==> src/rtl/fb_scanout_scaler.sv <==
// fb_scanout_scaler: turns the HDMI raster position (cx, cy) into framebuffer
// reads for an integer-scaled window, and turns the returned pixel indices into
// 24-bit RGB. Everything outside the window shows a per-frame border colour.
module fb_scanout_scaler #(
    parameter int SRC_W     = 160,
    parameter int SRC_H     = 120,
    parameter int PIX_BITS  = 3,
    parameter int SCALE_X   = 4,
    parameter int SCALE_Y   = 4,
    parameter int CXY_BITS  = 12,
    parameter int MEM_LAT   = 1,
    parameter int ADDR_BITS = $clog2(SRC_W * SRC_H)
) (
    input  logic                 clk_pixel,
    input  logic                 reset,
    input  logic [CXY_BITS-1:0]  cx,
    input  logic [CXY_BITS-1:0]  cy,
    input  logic [CXY_BITS-1:0]  win_x,
    input  logic [CXY_BITS-1:0]  win_y,
    input  logic                 mode,
    input  logic [23:0]          border_rgb,
    input  logic                 pal_we,
    input  logic [PIX_BITS-1:0]  pal_idx,
    input  logic [23:0]          pal_data,
    output logic [ADDR_BITS-1:0] fb_addr,
    output logic                 fb_ce,
    input  logic [PIX_BITS-1:0]  fb_dout,
    output logic [23:0]          rgb,
    output logic                 win_active
);

    localparam int WIDE  = CXY_BITS + 4;
    localparam int PAL_N = 2 ** PIX_BITS;
    localparam int DEPTH = MEM_LAT + 1;
    localparam logic [WIDE-1:0]      WIN_W    = WIDE'(SRC_W * SCALE_X);
    localparam logic [WIDE-1:0]      WIN_H    = WIDE'(SRC_H * SCALE_Y);
    localparam logic [2:0]           H_LAST   = 3'(SCALE_X - 1);
    localparam logic [2:0]           V_LAST   = 3'(SCALE_Y - 1);
    localparam logic [ADDR_BITS-1:0] ROW_STEP = ADDR_BITS'(SRC_W);
    localparam logic [ADDR_BITS-1:0] ONE      = ADDR_BITS'(1);
    localparam int IG = (PIX_BITS >= 2) ? PIX_BITS - 2 : 0;
    localparam int IB = (PIX_BITS >= 3) ? PIX_BITS - 3 : 0;

    // Direct expansion: 3-bit pixels are one bit per channel, anything else is
    // a grey level with the index MSB-aligned and repeated down to bit 0.
    function automatic logic [23:0] expand(input logic [PIX_BITS-1:0] p);
        logic [7:0] g;
        g = '0;
        for (int i = 0; i < 8; i++) g[7-i] = p[PIX_BITS-1-(i % PIX_BITS)];
        if (PIX_BITS == 3) return {{8{p[PIX_BITS-1]}}, {8{p[IG]}}, {8{p[IB]}}};
        return {g, g, g};
    endfunction

    // Per-frame configuration, captured only on the frame-start pixel.
    logic [CXY_BITS-1:0] win_x_q, win_y_q;
    logic                mode_q;
    logic [23:0]         border_q;
    logic                frame_valid;   // a frame start has been seen since reset

    // The frame-start pixel already belongs to the new frame, so it uses the
    // live inputs rather than last frame's copies.
    logic                frame_start;
    logic [CXY_BITS-1:0] wx_eff, wy_eff;
    logic                mode_eff;
    logic [23:0]         border_eff;

    assign frame_start = (cx == '0) && (cy == '0);
    assign wx_eff      = frame_start ? win_x      : win_x_q;
    assign wy_eff      = frame_start ? win_y      : win_y_q;
    assign mode_eff    = frame_start ? mode       : mode_q;
    assign border_eff  = frame_start ? border_rgb : border_q;

    // Incremental address state.
    logic [ADDR_BITS-1:0] row_base, col_addr;
    logic [2:0]           h_sub, v_sub;
    logic                 line_pending;   // an earlier window line exists this frame

    logic                 in_win, first_px;
    logic [ADDR_BITS-1:0] base_sel;
    logic [2:0]           v_sel;

    // Window test at widened precision, plus the row to use on a line's first
    // window pixel. The previous line's vertical step is applied here, so a
    // window clipped on the right still advances rows correctly.
    always_comb begin
        // NOTE: every output of a combinational block gets a default first so
        // no path leaves it unassigned, which would infer a latch.
        in_win   = 1'b0;
        first_px = 1'b0;
        base_sel = row_base;
        v_sel    = v_sub;
        if (frame_start || frame_valid) begin
            in_win = (WIDE'(cx) >= WIDE'(wx_eff)) && (WIDE'(cx) < WIDE'(wx_eff) + WIN_W) &&
                     (WIDE'(cy) >= WIDE'(wy_eff)) && (WIDE'(cy) < WIDE'(wy_eff) + WIN_H);
        end
        first_px = in_win && (cx == wx_eff);
        if (frame_start) begin
            base_sel = '0;
            v_sel    = '0;
        end else if (line_pending) begin
            if (v_sub == V_LAST) begin
                base_sel = row_base + ROW_STEP;
                v_sel    = '0;
            end else begin
                v_sel = v_sub + 3'd1;
            end
        end
    end

    // Capture the frame configuration on the frame-start pixel.
    // NOTE: the reset is in the sensitivity list, so clearing is asynchronous.
    always_ff @(posedge clk_pixel or posedge reset) begin
        if (reset) begin
            win_x_q     <= '0;
            win_y_q     <= '0;
            mode_q      <= 1'b0;
            border_q    <= '0;
            frame_valid <= 1'b0;
        end else if (frame_start) begin
            win_x_q     <= win_x;
            win_y_q     <= win_y;
            mode_q      <= mode;
            border_q    <= border_rgb;
            frame_valid <= 1'b1;
        end
    end

    // Walk the source address: new row at each line's first window pixel,
    // horizontal replication within the line.
    always_ff @(posedge clk_pixel or posedge reset) begin
        if (reset) begin
            row_base     <= '0;
            col_addr     <= '0;
            h_sub        <= '0;
            v_sub        <= '0;
            line_pending <= 1'b0;
        end else begin
            if (frame_start) begin
                row_base     <= '0;
                v_sub        <= '0;
                line_pending <= 1'b0;
            end
            if (first_px) begin
                row_base     <= base_sel;
                v_sub        <= v_sel;
                col_addr     <= base_sel;
                h_sub        <= '0;
                line_pending <= 1'b1;
            end else if (in_win) begin
                if (h_sub == H_LAST) begin
                    h_sub    <= '0;
                    col_addr <= col_addr + ONE;
                end else begin
                    h_sub <= h_sub + 3'd1;
                end
            end
        end
    end

    assign fb_addr = col_addr;

    // Carry window flag, mode and border alongside the memory read.
    logic        win_pipe    [DEPTH];
    logic        mode_pipe   [DEPTH];
    logic [23:0] border_pipe [DEPTH];

    always_ff @(posedge clk_pixel or posedge reset) begin
        if (reset) begin
            for (int i = 0; i < DEPTH; i++) begin
                win_pipe[i]    <= 1'b0;
                mode_pipe[i]   <= 1'b0;
                border_pipe[i] <= '0;
            end
        end else begin
            win_pipe[0]    <= in_win;
            mode_pipe[0]   <= mode_eff;
            border_pipe[0] <= border_eff;
            for (int i = 1; i < DEPTH; i++) begin
                win_pipe[i]    <= win_pipe[i-1];
                mode_pipe[i]   <= mode_pipe[i-1];
                border_pipe[i] <= border_pipe[i-1];
            end
        end
    end

    assign fb_ce = win_pipe[0];

    // Palette, writable at any time; resets to the direct-expansion colours.
    logic [23:0] palette [PAL_N];

    always_ff @(posedge clk_pixel or posedge reset) begin
        if (reset) begin
            // NOTE: this small register-file palette is reset on purpose so that
            // palette mode shows defined colours before software loads it.
            for (int i = 0; i < PAL_N; i++) palette[i] <= expand(PIX_BITS'(i));
        end else if (pal_we) begin
            palette[pal_idx] <= pal_data;
        end
    end

    // Final colour select; a same-cycle palette write is seen one cycle later.
    always_ff @(posedge clk_pixel or posedge reset) begin
        if (reset) begin
            rgb        <= '0;
            win_active <= 1'b0;
        end else if (win_pipe[DEPTH-1]) begin
            rgb        <= mode_pipe[DEPTH-1] ? palette[fb_dout] : expand(fb_dout);
            win_active <= 1'b1;
        end else begin
            rgb        <= border_pipe[DEPTH-1];
            win_active <= 1'b0;
        end
    end

endmodule

==> config.mk <==
export PLATFORM = sky130hd
export DESIGN_NAME = fb_scanout_scaler
export DESIGN_NICKNAME = d
export VERILOG_FILES = /design/src/rtl/fb_scanout_scaler.sv
export SDC_FILE = /design/constraint.sdc
export NUM_CORES = 1
export LEC_CHECK = 0
export BUFFER_PORTS_ARGS = -buffer_cell sky130_fd_sc_hd__buf_2
export CAP_MARGIN = 15
export CORE_UTILIZATION = 64
export CTS_CLUSTER_DIAMETER = 30
export DETAILED_ROUTE_END_ITERATION = 16
export PLACE_DENSITY = 0.93
export REMOVE_ABC_BUFFERS = 1
export SLEW_MARGIN = 5
export SYNTH_ARGS = -nofsm -noshare
export SYNTH_HDL_FRONTEND = slang
export SYNTH_SLANG_ARGS = --single-unit
==> constraint.sdc <==
create_clock -name clk_pixel -period 27 [get_ports clk_pixel]
set_input_delay 1.35 -clock clk_pixel [delete_from_list [all_inputs] [get_ports clk_pixel]]
set_output_delay 1.35 -clock clk_pixel [all_outputs]
set_load 0.01 [all_outputs]
==> run_results.csv, run 1 <==
group,metric,value,unit
status,outcome,"finished clean",
sta,max_freq,170.1,MHz
pwr,p_sw_frac,0.2430,
cells_and_area,fin_area,0.01886,mm2
job,maxCapViolCount,0,
drt,num_vias,11140,
min_path,hold_class,"reg2reg",
yosys,synth-adder-area-share,0.03282,
placed_design,dp_slack,20630,ps
yosys,synth_area_leaders,"dfrtp_1, dfstp_2, mux2_2",
yosys,synth_top_family_by_area,"multiplexers",
yosys,synth_top_area_share,0.3763,
placed_design,globalplace.congestion,0.8567,
pwr,pwr-share-comb,0.103,
worst_setup_path,reg2reg_slack,23180,ps
clock_tree,clock_path_buffers,3,
pwr,vdd_drop_max,0.00006172,V
die,core_area,0.02368,mm2
worst_setup_path,cp-end-kind,"flip-flop",
clock_tree,clkTransAtPathRegs,50,ps
clock_tree,cts_tree,"built",
worst_setup_path,worst_ep_required_time,27450,ps
drt,route.detailed.wl_per_inst,23.88,um
yosys,ys_seq_elements,331,
worst_setup_path,max_stage_delay,880,ps
worst_setup_path,crit_slowest_cell,"o22ai_2",
yosys,ys_seq_area_frac,0.5377,
drt,drtAntennaViolNets,0,
yosys,synth_xor_area_frac,0.009527,
yosys,synth_common_cells,"dfrtp_1, mux2_2, nand2_1, dfstp_2, a21oi_1",
drt,route.detailed.drc,0,
die,dieArea,0.02505,mm2
global_routing,grt_pass1_vias,12000,
yosys,ys_types,57,
cells_and_area,drive_above_1_share,0.4585,
clock_tree,hold_buffers,0,
die,placementRows,56,
pwr,p_clk_frac,0.500,
cells_and_area,synthToLayoutAreaGrowth,20.67,%
yosys,avgSynthCellArea,12.92,um2
sta,fin_crit_sh,0.2177,
sta,fin_setup_tns,0,ps
clock_tree,cts_max_level,2,
worst_setup_path,arrival,6330,ps
placed_design,port_buffers,146,
yosys,synth_largest_area_cell,"dfrtp_1",
global_routing,grt_usage,0.3451,
clock_tree,clockRootBuffer,"clkbuf_16",
die,dieWidth,158.3,um
pwr,leakage,8.785,nW
drt,drt-total-wl,41.65,mm
worst_setup_path,worst-path-max-fanout,52,
sta,period_needed,5878,ps
sta,setup_viol_count_final,0,
sta,rsz0062_at_grt,"false",
yosys,yosysWarnings,0,
yosys,synthMuxAreaShare,0.2588,
global_routing,antenna_found_initial,4,
global_routing,gr-total-overflow,0,
die,io_pins,147,
sta,drv_slew,0,
clock_tree,post-cts-setup-buffers,0,
min_path,holdPathStages,0,
die,die-height,158.3,um
clock_tree,cts.repair.resized,0,
cells_and_area,finalNetCount,1518,
global_routing,grt_max_degree,91,
sta,hold_viol_final,0,
yosys,syn_inst,1210,
worst_setup_path,path_class,"in2reg",
cells_and_area,post-route-util,0.7963,
clock_tree,cts_sinks,331,
placed_design,dp_hpwl,22.47,mm
pwr,p_int,1.193,mW
drt,routed_via_density,6.386,
sta,finalWorstSetupSlack,21120,ps
yosys,synth_compound_area_frac,0.05324,
drt,first_pass_iters,5,
pwr,p_per_area,83.54,mW/mm2
clock_tree,clkLatencyLatePin,570,ps
yosys,synthMostInstantiatedCell,"dfrtp_1",
yosys,synthesis.area,0.01563,mm2
yosys,async_reset_ff_frac,1.000,
worst_setup_path,worstPathCellList,"buf_2, nor4_1, nand4_1, or2_4, buf_4, mux2i_1, ha_1, and4_1, nand2_1, or3_1, nand4_1, o22ai_2, or3_4, inv_4, mux2_1",
yosys,ys.flop_type,"dfrtp_1",
clock_tree,numCtsBuffers,61,
worst_setup_path,crit_path_start_kind,"input pin",
cells_and_area,n_fill_cell,1262,
pwr,netSwitchingPower,0.3829,mW
placed_design,dpl_cell_area,0.01668,mm2
yosys,yosys.area_share.simple,0.08078,
drt,first_iter_violations,1078,
worst_setup_path,cp_common_cell,"nand4_1",
yosys,synth-edff-count,0,
pwr,seq_power_share,0.397,
sta,slew_headroom,0.2501,
worst_setup_path,reg2reg_depth,14,
sta,fin_skew,24.62,ps
global_routing,grt_pass1_wl,64.59,mm
sta,tightest_slew,1125,ps
die,initial_utilization,0.6599,
[final timing paths]
| kind | from | endpoint |
|---|---|---|
| setup / recovery | cy[2] | h_sub[0]$_DFFE_PP0P_ |
| hold reg to reg | border_pipe[33]$_DFFE_PP0N_ | border_pipe[9]$_DFF_PP0_ |
| min in group asynchronous | reset | win_y_q[8]$_DFF_PP0_ |
| setup reg to reg | win_x_q[7]$_DFF_PP0_ | h_sub[0]$_DFFE_PP0P_ |
| hold / removal | border_pipe[33]$_DFFE_PP0N_ | border_pipe[9]$_DFF_PP0_ |
| max in group asynchronous | reset | border_pipe[8]$_DFF_PP0_ |
[power groups by stage]
stage / Combinational (mW) / Clock, mW / Sequential, mW
after floorplan: 0.114 / 0 / 0.609
after global placement: 0.144 / 0 / 0.614
after detailed placement: 0.154 / 0 / 0.623
after CTS: 0.162 / 0.793 / 0.621
after global routing: 0.174 / 0.817 / 0.630
final: 0.163 / 0.788 / 0.625
[sequential cells by signal, summed over array words and instances (netlist names), 2 cells and up]
register	flops
rgb	24
win_x_q	12
palette	192
row_base	15
border_pipe	48
win_y_q	12
v_sub	3
h_sub	3
mode_pipe	2
fb_addr	15
[kinds of logic after synthesis]
family | after synthesis
xor+xnor | 17
buf+inv | 109
simple gates | 264
compound gates | 131
flops | 331
mux | 317
fa+ha+maj | 41
[layout by cell type (no fill, tap or decap), types with 4 or more instances in the layout]
master / Yosys / layout
a211oi_1: 5 / 5
a21o_1: 4 / 4
a21oi_1: 53 / 53
a2bb2oi_1: 4 / 4
a31oi_1: 15 / 15
and2_1: 8 / 8
and3_1: 4 / 4
buf_2: 4 / 146
buf_4: 0 / 19
bufinv_16: 0 / 9
clkbuf_1: 47 / 4
clkbuf_16: 0 / 61
clkbuf_8: 0 / 5
clkinv_2: 0 / 10
clkinv_4: 0 / 5
clkinvlp_4: 0 / 12
dfrtp_1: 235 / 235
dfstp_2: 96 / 96
ha_1: 41 / 41
inv_1: 40 / 39
inv_6: 0 / 6
mux2_2: 216 / 216
mux2i_1: 52 / 52
mux4_2: 48 / 48
nand2_1: 133 / 133
nand2b_1: 14 / 14
nand3_1: 9 / 9
nand4_1: 11 / 11
nand4b_1: 4 / 4
nor2_1: 29 / 28
nor2b_1: 5 / 5
nor3_1: 13 / 10
nor4_1: 18 / 18
o21ai_0: 11 / 11
o21ai_1: 8 / 8
o41ai_1: 9 / 9
or3_1: 4 / 4
xnor2_1: 12 / 12
xor2_1: 5 / 5
[critical path: cells and delay by family]
family	cells	cell delay, ps
AOI/OAI and AO/OA	1	880
muxes	2	600
adders and majority gates	1	280
and+or+nand+nor	8	2560
buffers and inverters	3	570
[layer usage]
metal | GRT usage | up-vias | share of wire
li1 | - | 4751 | -
met1 | 0.4155 | 5611 | 0.38
met2 | 0.5693 | 614 | 0.50
met3 | 0.08792 | 160 | 0.075
met4 | 0.1928 | 2 | 0.042
met5 | 0 | - | 0.00019
[cell type report]
type                            instances  area, um2  area share
Sequential cell                       331       8403      0.4456
Multi-Input combinational cell        770       6837      0.3625
Clock buffer                           70       1610     0.08538
Timing Repair Buffer                  166      900.9     0.04777
Clock inverter                         44      538.0     0.02853
Tap cell                              319      399.1     0.02116
Inverter                               41      163.9    0.008691
Antenna cell                            3      7.507   0.0003981
[metrics by stage]
| stage | hold slack [ps] | std cells | power (mW) |
|---|---|---|---|
| 2_1_floorplan | 353.5 | 1142 | 0.7231 |
| 3_3_place_gp | 359.1 | 1626 | 0.7583 |
| 3_5_place_dp | 360.2 | 1626 | 0.7763 |
| 4_1_cts | 370.8 | 1740 | 1.576 |
| 5_1_grt | 383.0 | 1742 | 1.621 |
| 6_report | 371.8 | 1744 | 1.576 |
No activity file was read; power rests on OpenSTA's default activity.
==> run 2: changes to the inputs <==
- CORE_UTILIZATION: 64 -> 60
- PLACE_DENSITY: 0.93 -> 0.89
- clock period: 27 -> 5.65 ns (I/O delays scaled with it)
==> run 2 against run 1 <==
Compared with the run above:
- worst setup slack worse by 20000 ps
- total power increased to 4.7 times the previous value
- clock skew fell by 8.1 ps
- clock power grew to 4.6 times the previous value
- critical path depth up 4
- final cell count increased by 2.9%
- die area up 6.6%
- flip-flop and latch count unchanged
- register-to-register slack got worse by 21000 ps
- hold slack got worse by 350 ps
- core utilization is 4.0 points lower
- largest cell class unchanged
==> run_results.csv, run 2 (synthesis results as in run 1) <==
group,metric,value,unit
worst_setup_path,cp-end-kind,"flip-flop",
die,dieWidth,163.4,um
pwr,power,7.339,mW
die,core_area,0.02540,mm2
global_routing,grt_usage,0.3006,
sta,period_needed,4145,ps
worst_setup_path,path_class,"in2reg",
cells_and_area,drive_above_1_share,0.4457,
cells_and_area,reg_top3,"palette: 192 flops, border_pipe: 48 flops, rgb: 24 flops",
placed_design,port_buffers,146,
min_path,hold_class,"in2reg",
cells_and_area,post-route-util,0.7561,
die,placementRows,58,
job,maxCapViolCount,0,
drt,route.detailed.drc,0,
placed_design,globalplace.congestion,0.8816,
drt,drtAntennaViolNets,0,
cells_and_area,layout_common_cells,"dfrtp_1, mux2_2, buf_2, nand2_1, dfstp_2",
clock_tree,numCtsBuffers,60,
worst_setup_path,reg2reg_depth,15,
status,outcome,"finished clean",
sta,fin_crit_sh,0.7336,
die,dieArea,0.02670,mm2
clock_tree,cts.repair.resized,0,
cells_and_area,final_common_cell,"dfrtp_1",
clock_tree,hold_buffers,40,
sta,drv_slew,0,
clock_tree,clkTransAtPathRegs,50,ps
cells_and_area,largest_register_ffs,192,
pwr,leakage,8.923,nW
clock_tree,cts_sinks,331,
global_routing,grt_pass1_wl,61.71,mm
pwr,vdd_drop_max,0.0002951,V
worst_setup_path,arrival,4600,ps
drt,routed_via_density,6.053,
global_routing,grt_pass1_vias,11690,
clock_tree,cts_tree,"built",
worst_setup_path,crit_path_start_kind,"input pin",
clock_tree,clockRootBuffer,"clkbuf_16",
clock_tree,cts_max_level,2,
sta,finalWorstSetupSlack,1505,ps
worst_setup_path,worst-path-max-fanout,46,
cells_and_area,max_flop_register,"palette",
cells_and_area,finalNetCount,1558,
drt,first_pass_iters,5,
clock_tree,clkLatencyLatePin,580,ps
sta,fin_skew,16.47,ps
die,initial_utilization,0.6153,
placed_design,dp_hpwl,22.03,mm
sta,tightest_slew,1074,ps
cells_and_area,synthToLayoutAreaGrowth,22.87,%
sta,hold_viol_final,0,
drt,drt-total-wl,38.74,mm
placed_design,dp_slack,1011,ps
global_routing,antenna_found_initial,3,
global_routing,grt_max_degree,192,
sta,rsz0062_at_grt,"false",
clock_tree,post-cts-setup-buffers,0,
worst_setup_path,worst_ep_required_time,6100,ps
die,die-height,163.4,um
drt,first_iter_violations,864,
clock_tree,clock_path_buffers,3,
sta,setup_viol_count_final,0,
min_path,holdPathStages,3,
global_routing,gr-total-overflow,0,
pwr,p_per_area,382.2,mW/mm2
drt,num_vias,10870,
drt,route.detailed.wl_per_inst,21.58,um
sta,max_freq,241.3,MHz
die,io_pins,147,
sta,slew_headroom,0.2841,
cells_and_area,n_fill_cell,1481,
[run 2: where the power goes]
group          leakage (nW)  switching [mW]  internal [mW]
registers              4.09           0.167           2.79
logic                  3.84           0.317          0.453
clock network         0.995            1.33           2.29
total                  8.92            1.81           5.53
[run 2: worst paths after layout]
path | start | endpoint | slack (ps)
setup / recovery | cy[2] | h_sub[0]$_DFFE_PP0P_ | 1510
hold / removal | win_x[7] | win_x_q[7]$_DFF_PP0_ | 20
setup reg to reg | win_x_q[7]$_DFF_PP0_ | h_sub[0]$_DFFE_PP0P_ | 2370
hold reg to reg | border_pipe[43]$_DFFE_PP0N_ | border_pipe[19]$_DFF_PP0_ | 370
max in group asynchronous | reset | palette[127]$_DFFE_PP0P_ | 3960
min in group asynchronous | reset | border_pipe[37]$_DFFE_PP0N_ | 300
[run 2: metal layers]
layer  vias to the layer above  wire [um]  GRT usage
met5                         -         26          0
met4                         4       1212     0.1113
met3                       105       2589    0.06196
met2                       449      19430     0.5191
met1                      5487      15480     0.3722
li1                       4821          -          -
[run 2: through the flow]
stage / setup TNS (ps) / hold slack [ps] / cells / cell area, um2
after floorplan: -957290 / 353.5 / 1142 / 15360
after global placement: 0 / 339.7 / 1639 / 16720
after detailed placement: 0 / 346.8 / 1639 / 16720
after CTS: 0 / 5.656 / 1793 / 19200
after global routing: 0 / 31.07 / 1793 / 19200
final: 0 / 20.58 / 1795 / 19200
[run 2: layout make-up]
type | count | area [um2] | share of cell area
inverters | 41 | 163.9 | 0.008535
well taps | 330 | 412.9 | 0.02150
clock inverters | 46 | 508.0 | 0.02645
flip-flops and latches | 331 | 8403 | 0.4376
clock buffers | 68 | 1573 | 0.08190
diodes | 2 | 5.005 | 0.0002606
multi-input cells | 770 | 6837 | 0.3560
repair buffers | 207 | 1301 | 0.06776
[run 2: critical path, stage by stage]
cell     delay [ps]
buf_2           110
nor4_1          420
nand4_1         300
or2_4           590
mux2i_1         290
inv_1           110
ha_1            250
nor2_1          110
nor2_1           60
xnor2_1         140
ha_1            280
nand2_1          60
nand3_1          80
nor3_1          250
o22ai_2         100
buf_4           230
or3_4           460
inv_4           130
mux2_1          330
==> run 3: changes to the inputs <==
- ABC_AREA: default -> 1
- CORE_UTILIZATION: 60 -> 54
- PLACE_DENSITY: 0.89 -> 0.85
- clock period: 5.65 -> 3.7 ns (I/O delays scaled with it)
==> run 3 against run 2 <==
Compared with the run above:
- first-iteration DRC count increased by 64%
- synthesized area fell by 0.81%
- routed wire length grew 10%
- combinational power is 39% higher
- global-route usage up 0.088 points
- synthesized cell count increased by 52%
- final cell count up 38%
- non-clock buffer count grew 34
- via count up 28%
- critical path depth is 3 higher
- largest cell class unchanged
- highest routed layer is now met4
==> run_results.csv, run 3 <==
group,metric,value,unit
status,outcome,"finished clean",
global_routing,grt_max_degree,124,
worst_setup_path,path_class,"in2reg",
pwr,power,11.63,mW
clock_tree,clkLatencyLatePin,590,ps
cells_and_area,diodes,0,
pwr,vdd_drop_max,0.0004216,V
sta,timing.hold.ws,32.96,ps
job,maxCapViolCount,0,
clock_tree,cts.repair.resized,0,
cells_and_area,drive_above_1_share,0.1988,
cells_and_area,seqCellArea,0.008403,mm2
yosys,synth_top_area_share,0.3793,
yosys,yosysWarnings,0,
sta,hold_viol_final,0,
placed_design,dpl_cell_area,0.01659,mm2
sta,fin_crit_sh,0.8725,
drt,route.detailed.wl_per_inst,17.25,um
drt,first_iter_violations,1414,
yosys,avgSynthCellArea,8.439,um2
sta,rsz0062_at_grt,"false",
yosys,synth_common_cells,"nand2_1, o21ai_0, dfrtp_1, nor2_1, inv_1",
clock_tree,cts_sinks,331,
clock_tree,clockRootBuffer,"clkbuf_16",
pwr,p_per_area,594.9,mW/mm2
worst_setup_path,worst_ep_required_time,4220,ps
placed_design,placed_cells,2288,
die,dieWidth,171.4,um
clock_tree,cts_tree,"built",
die,core_area,0.02801,mm2
worst_setup_path,cp_common_cell,"nand2_1",
yosys,syn_inst,1837,
drt,route.detailed.drc,0,
drt,routed_via_density,5.650,
worst_setup_path,worstPathCellList,"buf_2, nor2_1, nand2_1, nor2_4, nand3_4, buf_12, buf_4, nand2_1, a21boi_1, buf_4, inv_1, o21ai_0, xor2_1, ha_1, nand2_1, nand2_1, nand2_4, nand3_4, a21oi_4, buf_4, nand2_1, nand2_1",
global_routing,grt_pass1_wl,70.03,mm
yosys,synth_largest_area_cell,"dfrtp_1",
clock_tree,numCtsBuffers,61,
sta,drv_slew,0,
die,initial_utilization,0.5534,
worst_setup_path,regToRegStartpoint,"win_x_q[6]$_DFF_PP0_",
clock_tree,clkTransAtPathRegs,60,ps
cells_and_area,multi_input_area,0.006113,mm2
cells_and_area,layout.cells.non_filler,2471,
cells_and_area,fin_area,0.01955,mm2
yosys,ys_seq_area_frac,0.5421,
drt,num_vias,13960,
drt,drtAntennaViolNets,0,
min_path,hp-start,"win_y[11]",
worst_setup_path,arrival,3750,ps
worst_setup_path,critPathLaunch,"cx[7]",
clock_tree,clock_path_buffers,3,
cells_and_area,finalNetCount,2187,
sta,fin_skew,22.48,ps
worst_setup_path,max_stage_delay,280,ps
yosys,synthesis.area,0.01550,mm2
yosys,synthMostInstantiatedCell,"nand2_1",
die,io_pins,147,
yosys,ys.flop_type,"dfrtp_1",
yosys,ys_seq_elements,331,
drt,first_pass_iters,7,
cells_and_area,largest_register_ffs,192,
global_routing,antenna_found_initial,0,
global_routing,grt_pass1_vias,14260,
yosys,async_reset_ff_frac,1.000,
die,dieArea,0.02939,mm2
sta,finalWorstSetupSlack,471.6,ps
sta,slew_headroom,0.2064,
global_routing,grt_usage,0.3015,
cells_and_area,synthToLayoutAreaGrowth,26.13,%
yosys,synth_area_leaders,"dfrtp_1, dfstp_2, nand2_1",
placed_design,globalplace.congestion,0.8702,
cells_and_area,layout_common_cells,"nand2_1, o21ai_0, dfrtp_1, nor2_1, inv_1",
sta,fin_setup_tns,0,ps
global_routing,gr-total-overflow,0,
drt,drt-total-wl,42.61,mm
sta,setup_viol_count_final,0,
worst_setup_path,reg2reg_depth,18,
worst_setup_path,crit_path_start_kind,"input pin",
pwr,leakage,9.845,nW
placed_design,dp_slack,48.87,ps
clock_tree,cts_max_level,2,
min_path,holdPathStages,3,
sta,period_needed,3228,ps
cells_and_area,max_flop_register,"palette",
worst_setup_path,worst-path-max-fanout,46,
worst_setup_path,cp-end-kind,"flip-flop",
min_path,hold_class,"in2reg",
sta,tightest_slew,1189,ps
yosys,ys_types,39,
placed_design,port_buffers,146,
cells_and_area,reg_top3,"palette: 192 flops, border_pipe: 48 flops, rgb: 24 flops",
cells_and_area,final_common_cell,"nand2_1",
yosys,synth-edff-count,0,
die,die-height,171.4,um
cells_and_area,post-route-util,0.6980,
sta,max_freq,309.8,MHz
worst_setup_path,crit_slowest_cell,"buf_4",
placed_design,dp_hpwl,23.03,mm
cells_and_area,n_fill_cell,1990,
die,placementRows,61,
-- run 3: kinds of logic (layout without fill, tap and decap cells) --
kind of cell,after synthesis,in the layout,share of synthesized area
and+or+nand+nor,743,743,0.1949
AOI/OAI and AO/OA,441,441,0.1531
DFF,331,331,0.5421
buffers and inverters,259,515,0.06440
adders and majority gates,41,41,0.03309
xor gates and xnor gates,22,22,0.01243
-- run 3: timing repair --
| action | CTS | global route |
|---|---|---|
| endpoints found under the setup margin | 0 | 0 |
| setup buffers | 0 | 0 |
| hold buffers | 67 | 0 |
| hold endpoints to repair | 244 | 0 |
-- run 3: per-layer routing --
layer | vias to the layer above | track usage | wire length, um
li1 | 6429 | - | -
met1 | 6678 | 0.3726 | 16710
met2 | 733 | 0.5099 | 20960
met3 | 120 | 0.06328 | 3695
met4 | 0 | 0.1316 | 1256
met5 | - | 0 | 0
-- run 3: worst max-delay path: cells and delay by family --
| family | cells | cell delay (ps) |
|---|---|---|
| buffers and inverters | 6 | 1060 |
| adder cells (fa/ha/maj) | 1 | 260 |
| AND/OR/NAND/NOR | 11 | 1380 |
| XOR/XNOR | 1 | 210 |
| AO/OA/AOI/OAI | 3 | 610 |
-- run 3: final timing paths --
path | end | slack, ps
setup / recovery | fb_addr[2]$_DFFE_PP0P_ | 470
hold / removal | win_y_q[11]$_DFF_PP0_ | 30
setup reg to reg | fb_addr[2]$_DFFE_PP0P_ | 770
hold reg to reg | border_pipe[15]$_DFF_PP0_ | 370
max in group asynchronous | palette[38]$_DFFE_PP1P_ | 2380
min in group asynchronous | win_y_q[3]$_DFF_PP0_ | 290
-- run 3: power breakdown --
part           internal, mW  switching, mW  leakage (nW)  total (mW)
registers              4.20          0.238          4.09        4.44
clock network          4.14           1.98          1.11        6.12
logic                 0.423          0.651          4.64        1.07
-- run 3: layout make-up --
| cell class | instances | area share |
|---|---|---|
| well taps | 378 | 0.02419 |
| multi-input cells | 1247 | 0.3127 |
| flip-flops and latches | 331 | 0.4298 |
| inverters | 158 | 0.03072 |
| repair buffers | 241 | 0.08562 |
| clock buffers | 73 | 0.08300 |
| clock inverters | 43 | 0.03404 |
